### src/rtl/rst_seq_pkg.sv
// rst_seq_pkg: shared types and defaults for the reset sequencer.
// Holds the FSM state encoding, default parameter values and width helpers.
package rst_seq_pkg;

    typedef enum logic [2:0] {
        ST_IDLE  = 3'd0,
        ST_HOLD  = 3'd1,
        ST_REL   = 3'd2,
        ST_WAIT  = 3'd3,
        ST_GAP   = 3'd4,
        ST_DONE  = 3'd5,
        ST_FAULT = 3'd6
    } state_t;

    localparam int unsigned DEF_NUM_STAGE   = 4;
    localparam int unsigned DEF_HOLD_CYC    = 16;
    localparam int unsigned DEF_GAP_CYC     = 8;
    localparam int unsigned DEF_TIMEOUT_CYC = 100_000_000;

    // Width of the shared counter: enough bits for the largest interval.
    function automatic int unsigned cnt_width(
        input int unsigned a,
        input int unsigned b,
        input int unsigned c
    );
        int unsigned m;
        m = a;
        if (b > m) m = b;
        if (c > m) m = c;
        return (m < 2) ? 1 : $clog2(m);
    endfunction

    // Width of a stage index; never narrower than one bit.
    function automatic int unsigned idx_width(input int unsigned n);
        return (n < 2) ? 1 : $clog2(n);
    endfunction

endpackage

### src/rtl/sync_2ff.sv
// sync_2ff: two-flop synchroniser, WIDTH independent bits, async active-low reset.
// Ports: clk100m_slr0 clock, hw_arst_n_slr0 reset, d async input, q synchronised output.
module sync_2ff #(
    parameter int unsigned WIDTH = 1
) (
    input  logic             clk100m_slr0,
    input  logic             hw_arst_n_slr0,
    input  logic [WIDTH-1:0] d,
    output logic [WIDTH-1:0] q
);

    logic [WIDTH-1:0] meta_q;

    always_ff @(posedge clk100m_slr0 or negedge hw_arst_n_slr0) begin
        if (!hw_arst_n_slr0) begin
            meta_q <= '0;
            q      <= '0;
        end else begin
            meta_q <= d;
            q      <= meta_q;
        end
    end

endmodule

### src/rtl/rst_seq_ctrl.sv
// rst_seq_ctrl: releases NUM_STAGE reset domains in order, waiting for each ack.
// Ports: clk_i, arst_n_i (async), sw_rst_n_i / stage_rdy_i (async inputs),
//        stage_rst_n_o, all_rdy_o, fault_o, fault_stage_o, busy_o (all registered).
module rst_seq_ctrl
    import rst_seq_pkg::*;
#(
    parameter  int unsigned NUM_STAGE   = DEF_NUM_STAGE,
    parameter  int unsigned HOLD_CYC    = DEF_HOLD_CYC,
    parameter  int unsigned GAP_CYC     = DEF_GAP_CYC,
    parameter  int unsigned TIMEOUT_CYC = DEF_TIMEOUT_CYC,
    localparam int unsigned KW          = idx_width(NUM_STAGE)
) (
    input  logic                 clk_i,
    input  logic                 arst_n_i,
    input  logic                 sw_rst_n_i,
    input  logic [NUM_STAGE-1:0] stage_rdy_i,
    output logic [NUM_STAGE-1:0] stage_rst_n_o,
    output logic                 all_rdy_o,
    output logic                 fault_o,
    output logic [KW-1:0]        fault_stage_o,
    output logic                 busy_o
);

    localparam int unsigned   CW        = cnt_width(HOLD_CYC, GAP_CYC, TIMEOUT_CYC);
    localparam logic [CW-1:0] CNT_MAX   = '1;
    localparam logic [CW-1:0] HOLD_LAST = CW'(HOLD_CYC - 1);
    localparam logic [CW-1:0] GAP_LAST  = CW'(GAP_CYC - 1);
    localparam logic [CW-1:0] TMO_LAST  = CW'(TIMEOUT_CYC - 1);
    localparam logic [KW-1:0] K_LAST    = KW'(NUM_STAGE - 1);

    logic                 sw_sync;
    logic [NUM_STAGE-1:0] rdy_sync;

    state_t               state_q, state_d;
    logic [KW-1:0]        k_q, k_d;
    logic [CW-1:0]        cnt_q, cnt_d;
    logic [NUM_STAGE-1:0] rst_n_d;
    logic                 all_rdy_d;
    logic                 fault_d;
    logic [KW-1:0]        fstage_d;
    logic                 busy_d;

    sync_2ff #(
        .WIDTH(1)
    ) u_sync_sw (
        .clk100m_slr0  (clk_i),
        .hw_arst_n_slr0(arst_n_i),
        .d             (sw_rst_n_i),
        .q             (sw_sync)
    );

    sync_2ff #(
        .WIDTH(NUM_STAGE)
    ) u_sync_rdy (
        .clk100m_slr0  (clk_i),
        .hw_arst_n_slr0(arst_n_i),
        .d             (stage_rdy_i),
        .q             (rdy_sync)
    );

    // One saturating counter serves HOLD, WAIT and GAP; every entry into
    // those states starts it from zero.
    always_comb begin
        state_d  = state_q;
        k_d      = k_q;
        cnt_d    = (cnt_q == CNT_MAX) ? cnt_q : cnt_q + CW'(1);
        rst_n_d  = stage_rst_n_o;
        fault_d  = fault_o;
        fstage_d = fault_stage_o;

        if (!sw_sync) begin
            // Software abort beats any ready or timeout seen this cycle.
            state_d = ST_IDLE;
            k_d     = '0;
            cnt_d   = '0;
            rst_n_d = '0;
        end else begin
            unique case (state_q)
                ST_IDLE: begin
                    state_d = ST_HOLD;
                    k_d     = '0;
                    cnt_d   = '0;
                    rst_n_d = '0;
                end
                ST_HOLD: begin
                    if (cnt_q == HOLD_LAST) begin
                        state_d         = ST_REL;
                        rst_n_d[k_q]    = 1'b1;
                    end
                end
                ST_REL: begin
                    state_d = ST_WAIT;
                    cnt_d   = '0;
                end
                ST_WAIT: begin
                    if (rdy_sync[k_q]) begin
                        cnt_d   = '0;
                        state_d = (k_q == K_LAST) ? ST_DONE : ST_GAP;
                    end else if (cnt_q == TMO_LAST) begin
                        state_d  = ST_FAULT;
                        fault_d  = 1'b1;
                        fstage_d = k_q;
                    end
                end
                ST_GAP: begin
                    if (cnt_q == GAP_LAST) begin
                        state_d      = ST_REL;
                        k_d          = k_q + KW'(1);
                        rst_n_d[k_d] = 1'b1;
                    end
                end
                ST_DONE: begin
                    // Any domain losing ready forces a full re-sequence.
                    if (rdy_sync != '1) begin
                        state_d = ST_IDLE;
                        rst_n_d = '0;
                    end
                end
                ST_FAULT: begin
                    state_d = ST_FAULT;
                end
                default: begin
                    state_d = ST_IDLE;
                    k_d     = '0;
                    rst_n_d = '0;
                end
            endcase
        end

        all_rdy_d = (state_d == ST_DONE);
        busy_d    = state_d inside {ST_HOLD, ST_REL, ST_WAIT, ST_GAP};
    end

    always_ff @(posedge clk_i or negedge arst_n_i) begin
        if (!arst_n_i) begin
            state_q       <= ST_IDLE;
            k_q           <= '0;
            cnt_q         <= '0;
            stage_rst_n_o <= '0;
            all_rdy_o     <= 1'b0;
            fault_o       <= 1'b0;
            fault_stage_o <= '0;
            busy_o        <= 1'b0;
        end else begin
            state_q       <= state_d;
            k_q           <= k_d;
            cnt_q         <= cnt_d;
            stage_rst_n_o <= rst_n_d;
            all_rdy_o     <= all_rdy_d;
            fault_o       <= fault_d;
            fault_stage_o <= fstage_d;
            busy_o        <= busy_d;
        end
    end

endmodule
### config.mk
export PLATFORM = sky130hd
export DESIGN_NAME = rst_seq_ctrl
export DESIGN_NICKNAME = d
export VERILOG_FILES = /design/src/rtl/rst_seq_pkg.sv /design/src/rtl/sync_2ff.sv /design/src/rtl/rst_seq_ctrl.sv
export SDC_FILE = /design/constraint.sdc
export NUM_CORES = 1
export LEC_CHECK = 0
export ABC_AREA = 1
export CAP_MARGIN = 10
export CORE_ASPECT_RATIO = 1.1
export CORE_UTILIZATION = 41
export DETAILED_ROUTE_END_ITERATION = 7
export PLACE_DENSITY = 0.62
export SLEW_MARGIN = 10
export SYNTH_ARGS = -nofsm -noshare
export SYNTH_HDL_FRONTEND = slang
export SYNTH_HIERARCHICAL = 1
export SYNTH_SLANG_ARGS = --single-unit
### constraint.sdc
create_clock -name clk_i -period 3.3 [get_ports clk_i]
set_input_delay 0.66 -clock clk_i [delete_from_list [all_inputs] [get_ports clk_i]]
set_output_delay 0.66 -clock clk_i [all_outputs]
set_load 0.01 [all_outputs]
# After elaboration in Yosys (flattened, before gate mapping)
# Cells that the tools add are included.
totals:
  register_bits: 51
  inputBits: 7
  out_inout_bits: 9
  word_cells: 79
classes:
  n_addsub: 2
  order_cmp: 4
  eq_ne: 22
  mux: 26
  bitwise: 3
  n_reduce_logical: 10
ops:
  columns: ["operator", "n"]
  rows:
  - ["27-bit 2-to-1 mux", 3]
  - ["27-bit equality test, second input constant", 2]
  - ["27-bit one-hot mux with 2 select lines", 1]
  - ["27-bit by 1-bit adder with 27-bit output, second input constant", 1]
  - ["27-bit by 3-bit equality test with 1-bit output, second input constant", 1]
  - ["27-bit by 4-bit equality test with 1-bit output, second input constant", 1]
  - ["3-bit one-hot mux with 7 select lines", 1]
  - ["3-bit 2-to-1 mux", 6]
  - ["4-bit 2-to-1 mux", 4]
  - ["4-bit one-hot mux with 4 select lines", 1]
  - ["3-bit equality test, second input constant", 5]
  - ["3-bit by 2-bit equality test with 1-bit output, second input constant", 4]
  - ["3-bit != test, second input constant", 3]
  - ["4-bit bitwise OR", 2]
  - ["4-bit AND reduction", 2]
  - ["3-bit by 1-bit equality test with 1-bit output, second input constant", 2]
  - ["2-bit by 3-bit < comparator with 1-bit output, second input constant", 2]
  - ["5-bit OR reduction", 1]
  - ["1-bit demux with 2-bit select", 2]
  - ["2-bit by 1-bit >= comparator with 1-bit output, second input constant", 2]
  - ["1-bit 2-to-1 mux", 4]
  - ["2-bit 2-to-1 mux", 2]
  - ["2-bit != test, second input constant", 2]
  - ["4-bit != test, second input constant", 1]
  - ["other kinds (11)", 12]

# Longest topological paths before layout
logic_depth:
  ltp_word: 9
  depth_mapped: 15
  depth_no_buf: 15

# Cells and area by module
# Netlist, hierarchy kept.
by_module_without_submodules:
  columns: ["mod", "n_inst", "cells_each", "area_per_inst_um2", "seq_area_each_um2"]
  rows:
  - ["rst_seq_ctrl", 1, 382, 2657.5, 1026.0]
  - ["sync_2ff (u_sync_rdy)", 1, 8, 200.2, 200.2]
  - ["sync_2ff (u_sync_sw)", 1, 2, 50.0, 50.0]

# Worst setup path before layout
# No wires, ideal clock.
synth_timing:
  path_type: "reg2reg"
  from: "register cnt_q[0]"
  to: "register cnt_q[15]"
  setup_ns: 0.119
  t_arrival_ns: 1.743
  required_time_ns: 3.181
  setup_slack_ns: 1.438
  stages_incl_launch_ff: 15
  n_path_buf: 2
  period_less_slack_ns: 1.862
  cell_sequence: "dfrtp_1 ha_1 nand3_2 inv_2 nand2_2 inv_2 nand2_2 inv_2 nand3_4 nor2_4 inv_2 buf_6 buf_8 a21oi_1 nor2_1"
synth_between:
  elab_chain_cells: 5
  elab_cells_between_ends: 6
  cone_classes: "1 x add/sub; 1 x eq/ne; 4 x mux"
synth_rtl:
  columns: ["element", "line_no", "rtl"]
  rows:
  - ["from (decl)", "rst_seq_ctrl.sv:36", "logic [CW-1:0] cnt_q, cnt_d;"]
  - ["from (signal assigned)", "rst_seq_ctrl.sv:147", "cnt_q <= cnt_d;"]
  - ["27-bit by 1-bit adder with 27-bit output or 27-bit equality test (tied branches)", "rst_seq_ctrl.sv:66", "cnt_d = (cnt_q == CNT_MAX) ? cnt_q : cnt_q + CW'(1);"]
  - ["27-bit 2-to-1 mux *", "rst_seq_ctrl.sv:66", null]
  - ["27-bit 2-to-1 mux", "rst_seq_ctrl.sv:96", "if (rdy_sync[k_q]) begin"]
  - ["27-bit one-hot mux with 2 select lines *", "rst_seq_ctrl.sv:78", "unique case (state_q)"]
  - ["27-bit 2-to-1 mux *", "rst_seq_ctrl.sv:71", "if (!sw_sync) begin"]
  - ["via cnt_d[15]", "rst_seq_ctrl.sv:36", null]
# The timed path passes the listed nets; every way through them passes the cells marked *.
# A chain may end at the register's enable or synchronous reset.

# Worst setup path after layout
layout_timing:
  from: "register cnt_q[0]"
  to: "register cnt_q[22]"
# Same word-level chain as after synthesis.

==> reports/summary.txt <==
Outcome: finished, final reports clean
Residual DRC count: 0
Worst hold slack: 0.2614 ns
Row cnt: 31
Via density: 5.103
WL/cell: 12.97 um
Largest net degree at the start of global routing: 35
Netlist cell types: 32
Fin Setup TNS: 0 ns
R2r worst-path depth: 15
Crit share post-route: 69.14%
Most used routing layer: met2
Synth Flop Type: dfrtp_1
CP max-delay cell: dfrtp_1
FILL cells: 676
Area delta synth->final: 11.27%
Max Fclk: 438.3 MHz
Data required, critical path: 3.51 ns
Post-CTS sizing: 0
Least-Margin Pin Slew: 1.021 ns
Final WL: 6395 um
Worst-skew pair later-pin latency: 0.32 ns
Seq pwr share: 55.8%
Most frequent cells in the layout: nand2_1 (95), nor2_1 (55), inv_1 (53)
CTS Sinks: 51
Setup violators final: 0
Leakage power: 1.481 nW
Most common cell after layout, fill and taps aside: nand2_1
GPL Wtd Cong: 0.8950
Die H: 90.33 um
Total number of vias: 2516
CTS tree: yes
FFs w/ async S/R, synth: 100.0%
Setup Buffers After CTS: 0
Comb power frac: 4.3%
Critical-path cell list: ha_1, nand3_2, inv_2, nand2_2, inv_2, nand2_2, inv_2, nand3_4, nor2_4, inv_2, nand2_1, nor2_1, nand3_1, nand2_1, nor2_1
Worst clock skew: 0.007656 ns
Initial Utilization: 43.33%
HP Class: in -> async
Crit path time final: 2.282 ns
Core Region: 0.006710 mm^2
CP max stage delay: 0.44 ns
Share of the synthesized area in the top cell type: 43.89%
M2 GR Usage: 29.48%
Placed inst area: 0.003119 mm^2
Arr. time, crit path: 2.49 ns
Final instance area: 0.003236 mm^2
Antenna diode count: 0
First-pass GRT wire length: 11180 um
Final nets: 424
Highest ir drop seen on vdd: 0.0001852 V
CP dominant cell by count: inv_2
Sequential fraction of the synthesis area: 43.89%
I/O pins: 16
Syn nets: 406
Avg Inst Size Synth: 7.418 um^2
Final ANT Viol Nets: 0
Synthesized netlist cell count: 392
H-tree depth: 2
Area leader, netlist: dfrtp_1
Pwr/cell area: 354.5 mW/mm^2
Crit path kind: reg -> reg
Final Hold Viols: 0
Max-slew violations: 0
Number of buffers added on ports: 15
FF+latch count, synth: 51
DIE AREA: 0.007433 mm^2
Area contributors post-synth: dfrtp_1 (44%), nand2_1 (12%), nor2_1 (7.1%)
RSZ-0062 raised after global routing: no
Synth warn: 6
Clock network power share: 39.8%
Post-Syn Area: 0.002908 mm^2
HPWL after DPL: 4787 um
Iteration-0 DRC Markers: 158
Worst-path fanout max: 20
Remaining Overflow, GRT: 0
Drt first pass iters: 5
CP Capture Type: flip-flop
Reg clk slew, reported paths: 0.10 ns
Grt met1 use: 27.28%
Startpoint Class: flip-flop
Die Width: 82.30 um
Vias in the first global route: 2454
Antenna violations before repair: 0
Switching Share: 23.24%
CTS Buf Count: 5
Maxcap violations: 0
EDFF count, synth: 0
Global-route usage over all layers: 19.68%
Hold buffers post-CTS: 0
Share of cells above drive strength 1: 6.083%
Root buf cell: clkbuf_8
Met3 usage: 3.838%
Sw Pwr: 0.2666 mW
Clk buf depth: 2
Slew headroom: 31.05%
Internal: 0.8804 mW
Power Total: 1.147 mW
[power groups by stage]
stage	clock, mW	sequential, mW	combinational [mW]
floorplan	0	0.651	0.0241
global placement	0	0.652	0.0511
detailed placement	0	0.653	0.0514
CTS	0.469	0.641	0.0514
global route	0.494	0.642	0.0581
finish	0.457	0.640	0.0499
[cell type report]
cell class                      count  area (um^2)  share of cell area (%)
Multi-Input combinational cell    279         1374                   42.46
Sequential cell                    51         1276                   39.44
Inverter                           57        214.0                   6.613
Timing Repair Buffer               16        152.6                   4.718
Tap cell                           82        102.6                   3.171
Clock buffer                        5        68.82                   2.127
Clock inverter                      3        47.55                   1.469
[kinds of logic after synthesis]
family / share of synthesized area [%]
compound gates: 8.692
xor+xnor: 1.506
fa+ha+maj: 3.012
buf+inv: 8.864
flops: 43.89
simple gates: 34.04
[synthesized netlist by cell type (2+ instances only)]
cell	count
o21a_1	2
inv_2	4
ha_1	7
nor2_4	2
nor3_1	23
a211oi_1	4
xor2_1	5
nor3b_1	2
inv_1	53
dfrtp_1	51
buf_2	2
nand4_1	6
o21ai_0	13
nand2_2	2
nor4_1	2
nor2_1	55
nand3_1	31
nand2_1	95
a21oi_1	19
nor2_2	2
[per-layer routing]
metal  wire length (um)  up-vias
li1                   -     1294
met4                159        0
met5                  0        -
met1               3049     1151
met3                252       12
met2               2934       59
[through the flow]
stage / instances / setup slack (ns) / util (%)
finish: 493 / 1.019 / 48.22
detailed placement: 485 / 1.036 / 46.49
CTS: 493 / 1.020 / 48.22
floorplan: 392 / 1.438 / -
global route: 493 / 0.7854 / 48.22
global placement: 485 / 1.104 / 46.49
[sequential cells by signal, summed over array words and instances, names as in the netlist, 2 cells and up]
| register | cells |
|---|---|
| k_q | 2 |
| cnt_q | 27 |
| u_sync_rdy/q | 4 |
| stage_rst_n_o | 4 |
| u_sync_rdy/meta_q | 4 |
| state_q | 3 |
| fault_stage_o | 2 |
[critical path: cells and delay by family, from the launching register on]
kind                       cells  cell delay (ns)
adders and majority gates      1             0.28
buffers and inverters          4             0.43
DFF                            1             0.44
and+or+nand+nor               10             1.03
[path summary, 6_finish.rpt]
check	from	endpoint	slack, ns
setup / recovery	cnt_q[0]$_DFF_PN0_	cnt_q[22]$_DFF_PN0_	1.02
hold / removal	arst_n_i	cnt_q[23]$_DFF_PN0_	0.26
setup reg to reg	cnt_q[0]$_DFF_PN0_	cnt_q[22]$_DFF_PN0_	1.02
hold reg to reg	u_sync_rdy/meta_q[0]$_DFF_PN0_	u_sync_rdy/q[0]$_DFF_PN0_	0.36
max in group asynchronous	arst_n_i	state_q[1]$_DFF_PN0_	2.26
min in group clk_i	u_sync_rdy/meta_q[0]$_DFF_PN0_	u_sync_rdy/q[0]$_DFF_PN0_	0.36
Note: power is estimated with default switching activity, not from simulation.
